## src/rtl/pipeline_pkg.sv

```systemverilog
// -----------------------------------------------------------------------------
// pipeline_pkg
// Shared definitions for the 5-stage MIPS pipeline front end.
//   - XLEN                : instruction / address width (32)
//   - DEFAULT_RESET_PC    : PC loaded on reset unless overridden
//   - DEFAULT_NOP_INSTR   : instruction word used for bubbles and reset
//   - fetch_state_t       : fetch-stage FSM states (IDLE, FETCH, HOLD)
//   - align_word()        : forces an address onto a 4-byte boundary
// -----------------------------------------------------------------------------
package pipeline_pkg;

   localparam int unsigned XLEN = 32;

   localparam logic [XLEN-1:0] DEFAULT_RESET_PC  = 32'h0000_0000;
   localparam logic [XLEN-1:0] DEFAULT_NOP_INSTR = 32'h0000_0000;

   localparam logic [XLEN-1:0] PC_STEP = 32'd4;

   typedef enum logic [1:0] {
      IDLE  = 2'd0,
      FETCH = 2'd1,
      HOLD  = 2'd2
   } fetch_state_t;

   // Instructions are word aligned; the two low address bits are dropped.
   function automatic logic [XLEN-1:0] align_word(input logic [XLEN-1:0] addr);
      return {addr[XLEN-1:2], 2'b00};
   endfunction

endpackage : pipeline_pkg

```

## src/rtl/if_id_reg.sv

```systemverilog
// -----------------------------------------------------------------------------
// if_id_reg
// IF/ID pipeline register with write-enable and flush.
//   clk          in   clock, rising edge
//   rst_n        in   synchronous active-low reset (loads a bubble)
//   write_en     in   load instr_in / pc_plus4_in as a valid instruction
//   flush        in   load a bubble {NOP_INSTR, 0, valid=0}; beats write_en
//   instr_in     in   instruction word to capture
//   pc_plus4_in  in   PC+4 of that instruction
//   instruction  out  registered instruction
//   pc_plus4     out  registered PC+4
//   valid        out  1 when a real instruction is held
// -----------------------------------------------------------------------------
module if_id_reg
   import pipeline_pkg::*;
#(
   parameter logic [XLEN-1:0] NOP_INSTR = DEFAULT_NOP_INSTR
) (
   input  logic            clk,
   input  logic            rst_n,
   input  logic            write_en,
   input  logic            flush,
   input  logic [XLEN-1:0] instr_in,
   input  logic [XLEN-1:0] pc_plus4_in,
   output logic [XLEN-1:0] instruction,
   output logic [XLEN-1:0] pc_plus4,
   output logic            valid
);

   logic [XLEN-1:0] instr_reg;
   logic [XLEN-1:0] pc_plus4_reg;
   logic            valid_reg;

   always_ff @(posedge clk) begin
      if (!rst_n || flush) begin
         instr_reg    <= NOP_INSTR;
         pc_plus4_reg <= '0;
         valid_reg    <= 1'b0;
      end else if (write_en) begin
         instr_reg    <= instr_in;
         pc_plus4_reg <= pc_plus4_in;
         valid_reg    <= 1'b1;
      end
   end

   assign instruction = instr_reg;
   assign pc_plus4    = pc_plus4_reg;
   assign valid       = valid_reg;

endmodule : if_id_reg

```

## src/rtl/fetch_stage.sv

```systemverilog
// -----------------------------------------------------------------------------
// fetch_stage
// Instruction-fetch stage: PC register, next-PC selection, instruction-memory
// request and the IF/ID pipeline register.
//   clk               in   clock, rising edge
//   rst_n             in   synchronous active-low reset
//   PCWrite           in   hazard unit: 0 holds the PC
//   IF_ID_Write       in   hazard unit: 0 holds IF/ID
//   PCSrc             in   taken-branch redirect (priority over Jump)
//   branch_target     in   branch destination
//   Jump              in   jump redirect
//   jump_target       in   jump destination
//   imem_req          out  fetch request (1 only in FETCH)
//   imem_addr         out  fetch address (the PC register)
//   imem_data         in   instruction word
//   imem_ready        in   imem_data valid for the imem_addr of this cycle
//   IF_ID_Instruction out  registered instruction to decode
//   IF_ID_PC_plus4    out  registered PC+4 of that instruction
//   IF_ID_Valid       out  1 when IF/ID holds a real instruction
// -----------------------------------------------------------------------------
module fetch_stage
   import pipeline_pkg::*;
#(
   parameter logic [XLEN-1:0] RESET_PC  = DEFAULT_RESET_PC,
   parameter logic [XLEN-1:0] NOP_INSTR = DEFAULT_NOP_INSTR
) (
   input  logic            clk,
   input  logic            rst_n,
   input  logic            PCWrite,
   input  logic            IF_ID_Write,
   input  logic            PCSrc,
   input  logic [XLEN-1:0] branch_target,
   input  logic            Jump,
   input  logic [XLEN-1:0] jump_target,
   output logic            imem_req,
   output logic [XLEN-1:0] imem_addr,
   input  logic [XLEN-1:0] imem_data,
   input  logic            imem_ready,
   output logic [XLEN-1:0] IF_ID_Instruction,
   output logic [XLEN-1:0] IF_ID_PC_plus4,
   output logic            IF_ID_Valid
);

   fetch_state_t    state_reg;
   logic [XLEN-1:0] pc_reg;
   logic            req_reg;
   logic [XLEN-1:0] buf_instr_reg;
   logic [XLEN-1:0] buf_pc4_reg;

   logic            stall;
   logic            redirect;
   logic [XLEN-1:0] pc_plus4;
   logic [XLEN-1:0] redirect_target;

   logic            ifid_we;
   logic            ifid_flush;
   logic [XLEN-1:0] ifid_instr_next;
   logic [XLEN-1:0] ifid_pc4_next;

   // Either hazard control being low stalls the whole fetch step, so PC and
   // IF/ID always advance together.
   assign stall    = !(PCWrite && IF_ID_Write);
   assign redirect = PCSrc || Jump;
   assign pc_plus4 = pc_reg + PC_STEP;   // wraps modulo 2^32

   assign redirect_target = PCSrc ? align_word(branch_target)
                                  : align_word(jump_target);

   // ---------------------------------------------------------------------
   // FSM, PC and holding buffer. imem_req is registered alongside the state
   // so it is high exactly while the FSM sits in FETCH.
   // ---------------------------------------------------------------------
   always_ff @(posedge clk) begin
      if (!rst_n) begin
         state_reg     <= IDLE;
         pc_reg        <= RESET_PC;
         req_reg       <= 1'b0;
         buf_instr_reg <= NOP_INSTR;
         buf_pc4_reg   <= '0;
      end else if (redirect) begin
         // A redirect beats stalls and in-flight data: any buffered word
         // belongs to the wrong path and memory restarts on the target.
         state_reg     <= FETCH;
         pc_reg        <= redirect_target;
         req_reg       <= 1'b1;
         buf_instr_reg <= NOP_INSTR;
         buf_pc4_reg   <= '0;
      end else begin
         unique case (state_reg)
            IDLE: begin
               state_reg <= FETCH;
               req_reg   <= 1'b1;
            end

            FETCH: begin
               if (imem_ready) begin
                  if (!stall) begin
                     pc_reg <= pc_plus4;
                  end else begin
                     // Memory has already answered; park the word so the
                     // request can be dropped while decode is stalled.
                     buf_instr_reg <= imem_data;
                     buf_pc4_reg   <= pc_plus4;
                     state_reg     <= HOLD;
                     req_reg       <= 1'b0;
                  end
               end
            end

            HOLD: begin
               if (!stall) begin
                  pc_reg    <= pc_plus4;
                  state_reg <= FETCH;
                  req_reg   <= 1'b1;
               end
            end

            default: begin
               state_reg <= IDLE;
               req_reg   <= 1'b0;
            end
         endcase
      end
   end

   // ---------------------------------------------------------------------
   // IF/ID load selection.
   // ---------------------------------------------------------------------
   always_comb begin
      ifid_we         = 1'b0;
      ifid_flush      = redirect;
      ifid_instr_next = imem_data;
      ifid_pc4_next   = pc_plus4;

      if (!redirect) begin
         unique case (state_reg)
            FETCH: begin
               if (imem_ready && !stall) begin
                  ifid_we = 1'b1;
               end else if (!imem_ready && IF_ID_Write) begin
                  // Waiting on memory: let decode see a bubble rather than
                  // re-issuing the previous instruction.
                  ifid_flush = 1'b1;
               end
            end

            HOLD: begin
               if (!stall) begin
                  ifid_we         = 1'b1;
                  ifid_instr_next = buf_instr_reg;
                  ifid_pc4_next   = buf_pc4_reg;
               end
            end

            default: begin
               ifid_we = 1'b0;
            end
         endcase
      end
   end

   if_id_reg #(
      .NOP_INSTR (NOP_INSTR)
   ) u_if_id_reg (
      .clk         (clk),
      .rst_n       (rst_n),
      .write_en    (ifid_we),
      .flush       (ifid_flush),
      .instr_in    (ifid_instr_next),
      .pc_plus4_in (ifid_pc4_next),
      .instruction (IF_ID_Instruction),
      .pc_plus4    (IF_ID_PC_plus4),
      .valid       (IF_ID_Valid)
   );

   assign imem_req  = req_reg;
   assign imem_addr = pc_reg;

endmodule : fetch_stage

```

## config.mk

```make
export PLATFORM = sky130hd
export DESIGN_NAME = fetch_stage
export DESIGN_NICKNAME = d
export VERILOG_FILES = /design/src/rtl/pipeline_pkg.sv /design/src/rtl/if_id_reg.sv /design/src/rtl/fetch_stage.sv
export SDC_FILE = /design/constraint.sdc
export NUM_CORES = 1
export LEC_CHECK = 0
export CORE_ASPECT_RATIO = 1.75
export CORE_MARGIN = 2
export CORE_UTILIZATION = 45
export CTS_BUF_LIST = sky130_fd_sc_hd__clkbuf_8 sky130_fd_sc_hd__clkbuf_16
export DETAILED_ROUTE_END_ITERATION = 10
export PLACE_DENSITY = 0.78
export SKIP_CTS_REPAIR_TIMING = 1
export SLEW_MARGIN = 20
export SYNTH_ARGS = -nofsm -noshare
export SYNTH_HDL_FRONTEND = slang
export SYNTH_SLANG_ARGS = --single-unit
```

## constraint.sdc

```tcl
create_clock -name clk -period 1.85 [get_ports clk]
set_input_delay 0.185 -clock clk [delete_from_list [all_inputs] [get_ports clk]]
set_output_delay 0.185 -clock clk [all_outputs]
set_load 0.005 [all_outputs]
```

## Yosys cells after proc, flatten, opt, wreduce, memory -nomap -nowiden

Cells that the tools add are included.

| word-level totals | value |
|---|---|
| bits of input ports | 103 |
| output and inout bits | 98 |
| register bits after elaboration | 164 |
| logic and storage cells | 62 |

| cells by class | value |
|---|---|
| mux-type cells | 29 |
| bitwise operators | 1 |
| add/subtract/negate cells | 1 |
| eq/ne operators | 8 |
| reductions and logical operators | 14 |

Operator list:

| kind | number |
|---|---|
| $mux W32 | 10 |
| $pmux W32 S2 | 1 |
| $add A32 B3 Y32 const B | 1 |
| $mux W1 | 12 |
| $ne A3 B3 Y1 const B | 3 |
| $mux W2 | 3 |
| $ne A2 B2 Y1 const B | 3 |
| $pmux W2 S3 | 1 |
| $reduce_and A3 Y1 | 2 |
| $reduce_and A2 Y1 | 2 |
| $logic_and A1 B1 Y1 | 3 |
| $pmux W1 S3 | 1 |
| $reduce_bool A3 Y1 | 1 |
| $eq A2 B1 Y1 const B | 1 |
| $eq A2 B2 Y1 const B | 1 |
| $logic_not A1 Y1 | 2 |
| $logic_not A2 Y1 | 1 |
| $logic_or A1 B1 Y1 | 2 |
| $pmux W1 S2 | 1 |
| $reduce_or A2 Y1 | 1 |
| $not A1 Y1 | 1 |

## Logic depth before layout (Yosys ltp)

Gate-level depths: netlist of run 1.

| logic depth | value |
|---|---|
| depth after elaboration | 7 |
| mapped depth | 10 |
| depth with buffers taken out | 7 |

## Hierarchy

Synthesis of run 1 repeated with hierarchy kept, for this count alone.

| second synthesis, totals | value |
|---|---|
| cells, all modules | 889 |
| area total of the unflattened synthesis | 7698.6 um^2 |

By module, submodules not included:

| module | seq. area each (um^2) | times used | area an instance (um^2) | cells each |
|---|---|---|---|---|
| fetch_stage | 1941.9 | 1 | 5373.9 | 679 |
| if_id_reg | 1301.2 | 1 | 2324.7 | 210 |

## Least setup slack after synthesis of run 1

No wires, ideal clock.

| path | value |
|---|---|
| kind | register -> register |
| start point | reg pc_reg[2], in the netlist imem_addr[2] |
| end point | reg pc_reg[26], in the netlist imem_addr[26] |
| period minus slack after synthesis | 2.029 ns |
| required time | 1.716 ns |
| library setup time | 0.134 ns |
| buffers on the path | 1 |
| path slack | -0.179 ns |
| arrival time | 1.896 ns |
| cell stages (with the launch flop) | 8 |
| path through | dfxtp_1 ha_1 nand3_4 or3_4 buf_6 nor4_2 xnor2_1 o22ai_1 |

| on the way | value |
|---|---|
| longest elaborated chain between the ends | 5 |

Ends and longest elaborated chain:

| what | RTL line | source |
|---|---|---|
| start, declared | fetch_stage.sv:45 | `logic [XLEN-1:0] pc_reg;` |
| start signal, assigned | fetch_stage.sv:84 | `pc_reg <= redirect_target;` |
| start signal, assigned | fetch_stage.sv:98 | `pc_reg <= pc_plus4;` |
| start signal, assigned | fetch_stage.sv:112 | `pc_reg <= pc_plus4;` |
| $add A32 B3 Y32 * | fetch_stage.sv:64 | `assign pc_plus4 = pc_reg + PC_STEP;` |
| $mux W32 * | fetch_stage.sv:97, fetch_stage.sv:111 |  |
| $mux W32 | fetch_stage.sv:96 | `if (imem_ready) begin` |
| $pmux W32 S2 * | fetch_stage.sv:89 | `unique case (state_reg)` |
| $mux W32 * | fetch_stage.sv:80 | `end else if (redirect) begin` |

Every way passes the cells marked *; elsewhere a longest branch is shown, timed or not. The select of a mux whose other input is x is not followed.
A chain may end at the register's enable or synchronous reset.

## Final worst setup path of run 1

| path | value |
|---|---|
| start point | reg state_reg[1] |
| end point | reg u_if_id_reg.pc_plus4_reg[23], in the netlist u_if_id_reg.pc_plus4[23] |

| on the way | value |
|---|---|
| longest elaborated chain between the ends | 4 |
| elaborated cells on any way between the ends | 9 |
| those cells by class | eq/ne (2); mux (6); reduce/logical (1) |

Ends and longest elaborated chain:

| what | RTL line | source |
|---|---|---|
| start, declared | fetch_stage.sv:44 | `fetch_state_t state_reg;` |
| start signal, assigned | fetch_stage.sv:75 | `state_reg <= IDLE;` |
| start signal, assigned | fetch_stage.sv:83 | `state_reg <= FETCH;` |
| start signal, assigned | fetch_stage.sv:91 | `state_reg <= FETCH;` |
| $eq A2 B1 Y1 | fetch_stage.sv:136 | `unique case (state_reg)` |
| $mux W1 | fetch_stage.sv:136 |  |
| $mux W1 | fetch_stage.sv:135 | `if (!redirect) begin` |
| $logic_or A1 B1 Y1 | if_id_reg.sv:35 | `if (!rst_n \|\| flush) begin` |
| end signal, assigned | if_id_reg.sv:41 | `pc_plus4_reg <= pc_plus4_in;` |
| end, declared | if_id_reg.sv:31 | `logic [XLEN-1:0] pc_plus4_reg;` |

Parallel ways exist; a longest one is shown, timed or not.

==> results.sh, run 1 <==
export IMPL_avgSynthCellArea_sq_um=8.23
export IMPL_drc_errors=0
export IMPL_grt_max_degree=43
export IMPL_fp_coreArea_sq_um=16900
export IMPL_slew_headroom=0.626
export IMPL_antenna_found_initial=0
export IMPL_fp_dieArea_sq_um=18300
export IMPL_synth_edf_count=0
export IMPL_ys_ff_latch=162
export IMPL_wl_per_cell_um=17.8
export IMPL_ant_nets=0
export IMPL_overflow=0
export IMPL_cts_sinks=162
export IMPL_reg2reg_setup_slack_ps=-30
export IMPL_finalClockSkew_ps=15.5
export IMPL_start_kind="flip-flop"
export IMPL_worstPathArrival_ps=2230
export IMPL_hp_start="branch_target[2]"
export IMPL_final_util=0.703
export IMPL_power_per_cell_area_nw_per_um2=688
export IMPL_setup_viol=3
export IMPL_synth_area_leader_cell="dfxtp_1"
export IMPL_worst_slack_ps=-29.3
export IMPL_worstMarginPinSlew_ps=557
export IMPL_combPwrFrac=0.136
export IMPL_cts_buffers=17
export IMPL_grt_pass1_vias=7665
export IMPL_slew_violations=0
export IMPL_place_inst=1391
export IMPL_final_period_utilization=1.02
export IMPL_fmax_mhz=532
export IMPL_hpwl_um=17800
export IMPL_grt_pass1_wl_um=37100
export IMPL_holdWs_ps=298
export IMPL_first_pass_iters=7
export IMPL_drt_iter0_drc=596
export IMPL_cap_violations=0
export IMPL_die_y_um=178
export IMPL_clockBufferDepth=2
export IMPL_switching_share=0.259
export IMPL_r2r_end="u_if_id_reg.pc_plus4[23]"
export IMPL_reg2regPathDepth=9
export IMPL_drive_gt1_frac=0.193
export IMPL_diodes=0
export IMPL_p_switching_w=0.00211
export IMPL_die_width_um=103
export IMPL_initial_core_util=0.459
export IMPL_synth_most_common_cell="dfxtp_1"
export IMPL_fin_area_sq_um=11900
export IMPL_worstPathRequired_ps=2200
export IMPL_htree_levels=4
export IMPL_violations="negative setup slack"
export IMPL_synth_cell_types=63
export IMPL_synth_flop_cell="dfxtp_1"
export IMPL_holdPathStages=3
export IMPL_rsz0062_at_grt="true"
export IMPL_synth_async_reset_ratio=0
export IMPL_cp_max_fo=7
export IMPL_nets=1304
export IMPL_synth_area_sq_um=7750
export IMPL_clk_transition_reported_paths_ps=70
export IMPL_grt_util_all_layers=0.256
export IMPL_status="finished with violations"
export IMPL_wl_met2_um=13700
export IMPL_syn_to_final_growth_pct=53.0
export IMPL_p_leak_nw=4.44
export IMPL_cts_root_buf="clkbuf_16"
export IMPL_fin_cells=1436
export IMPL_yosys_warnings=0
export IMPL_topRoutingLayerUsed="met4"
export IMPL_min_period_ps=1880
export IMPL_crit_path_end_kind="flip-flop"
export IMPL_hold_path_class="in -> reg"
export IMPL_drt_wl_total_um=25600
export IMPL_hold_violations=0
export IMPL_synthTopCellsByArea="dfxtp_1, nand2_1, mux2i_1"
export IMPL_ir_worst_vdd_mv=0.485
export IMPL_viasPerCell=5.74
export IMPL_num_vias=8240
export IMPL_yosys_area_top_type_share=0.419
export IMPL_cts_tree="done"
export IMPL_met1Wirelength_um=9320
export IMPL_pwr_share_seq=0.443
export IMPL_ys_seq_area_frac=0.419
export IMPL_finalSetupTns_ps=-61.4
export IMPL_yosys_top_cells_count="dfxtp_1, nand2_1, nor2_1"
export IMPL_insertion_delay_ps=430
export IMPL_syn_inst=941
export IMPL_worstSetupPathType="reg -> reg"
export IMPL_worstReg2RegStart="state_reg[1]"
export IMPL_placed_area_sq_um=10700
export IMPL_p_int_w=0.00605
export IMPL_wl_met3_um=1260
export IMPL_port_buffers=194
export IMPL_io_pins=201
export IMPL_rows=63
export IMPL_hold_path_endpoint="imem_addr[2]"
export IMPL_clkPwrFrac=0.420
export IMPL_routabilityCongestion=0.895
[power groups by stage]
stage	combinational [W]	clock (W)	sequential (W)
after floorplan	0.000412	0	0.00371
after global placement	0.00103	0	0.00368
after detailed placement	0.00105	0	0.00369
after CTS	0.00105	0.00345	0.00361
after global routing	0.00119	0.00361	0.00362
final	0.00111	0.00343	0.00362
[critical path: stages (launching register included)]
cell and delay (ps):
dfxtp_2 350, inv_2 70, buf_4 150, ha_4 270, nor4b_4 200, buf_6 170, clkbuf_16 160, o21ai_0 100
a31o_1 210, a21oi_1 130
[cells by family after synthesis]
family / Yosys count / synth area share
adders and majority gates: 5 / 0.00807
AOI/OAI and AO/OA: 265 / 0.222
other: 1 / 0.000484
DFF: 162 / 0.419
muxes: 40 / 0.0518
buffers and inverters: 95 / 0.0544
xor gates and xnor gates: 23 / 0.0260
and+or+nand+nor: 350 / 0.219
[cells in the final DEF, fill, tap and decap left out, types with 6 or more instances in the layout]
master             n
and3_1            12
clkbuf_16         23
nor3_1            25
nor2_1            94
a21oi_1           75
nor2b_1            6
a211oi_2          10
nand4_1            7
xor2_1             8
nand2_1          119
nor4_4             6
nand3_1           26
nand3_2            6
nor4_2            10
a31oi_1           17
a211o_1            6
buf_6              8
buf_12            18
clkdlybuf4s50_1  194
o22ai_1            7
o21ai_0           40
a211oi_1          37
o31a_1            10
mux2i_1           38
dfxtp_2            7
inv_1             11
a22oi_1           14
buf_4             90
xnor2_1           15
dfxtp_1          153
[final cells by class]
cell class | instances | area, sq um
Fill cell | 1285 | 5010
Clock buffer | 18 | 439
Inverter | 12 | 45.0
Tap cell | 227 | 284
Timing Repair Buffer | 316 | 3220
Clock inverter | 14 | 128
Sequential cell | 162 | 3260
Multi-Input combinational cell | 687 | 4480
[layer usage]
| layer | vias up | GRT usage |
|---|---|---|
| met5 | - | 0 |
| met2 | 352 | 0.469 |
| met3 | 85 | 0.0414 |
| met1 | 3891 | 0.277 |
| met4 | 0 | 0.123 |
| li1 | 3912 | - |
[worst max path at each step]
stage                  from                  endpoint  slack (ps)  cells after the start
6_report       state_reg[1]  u_if_id_reg.pc_plus4[23]         -30                      9
5_1_grt        state_reg[1]  u_if_id_reg.pc_plus4[23]         -80                      9
4_1_cts        state_reg[1]             imem_addr[13]        -170                      8
3_5_place_dp    IF_ID_Write             imem_addr[31]        -220                      7
3_3_place_gp    IF_ID_Write             imem_addr[31]        -180                      7
2_1_floorplan  state_reg[0]              imem_addr[8]           6                     10
[per-stage QoR]
stage	total power (W)	setup WS (ps)
after floorplan	0.00412	6.24
after global placement	0.00471	-179
after detailed placement	0.00473	-222
after CTS	0.00811	-166
after global routing	0.00843	-79.7
final	0.00816	-29.3
Power figures use the tool's default switching activity.
==> inputs of run 2 (changes only) <==
--- a/config.mk
+++ b/config.mk
@@ -9,6 +9,7 @@
 export CORE_MARGIN = 2
 export CORE_UTILIZATION = 45
 export CTS_BUF_LIST = sky130_fd_sc_hd__clkbuf_8 sky130_fd_sc_hd__clkbuf_16
+export CTS_CLUSTER_SIZE = 25
 export DETAILED_ROUTE_END_ITERATION = 10
 export PLACE_DENSITY = 0.78
 export SKIP_CTS_REPAIR_TIMING = 1
==> results of run 2 <==
The final DEF is identical to that of run 1; final timing and power are the same.
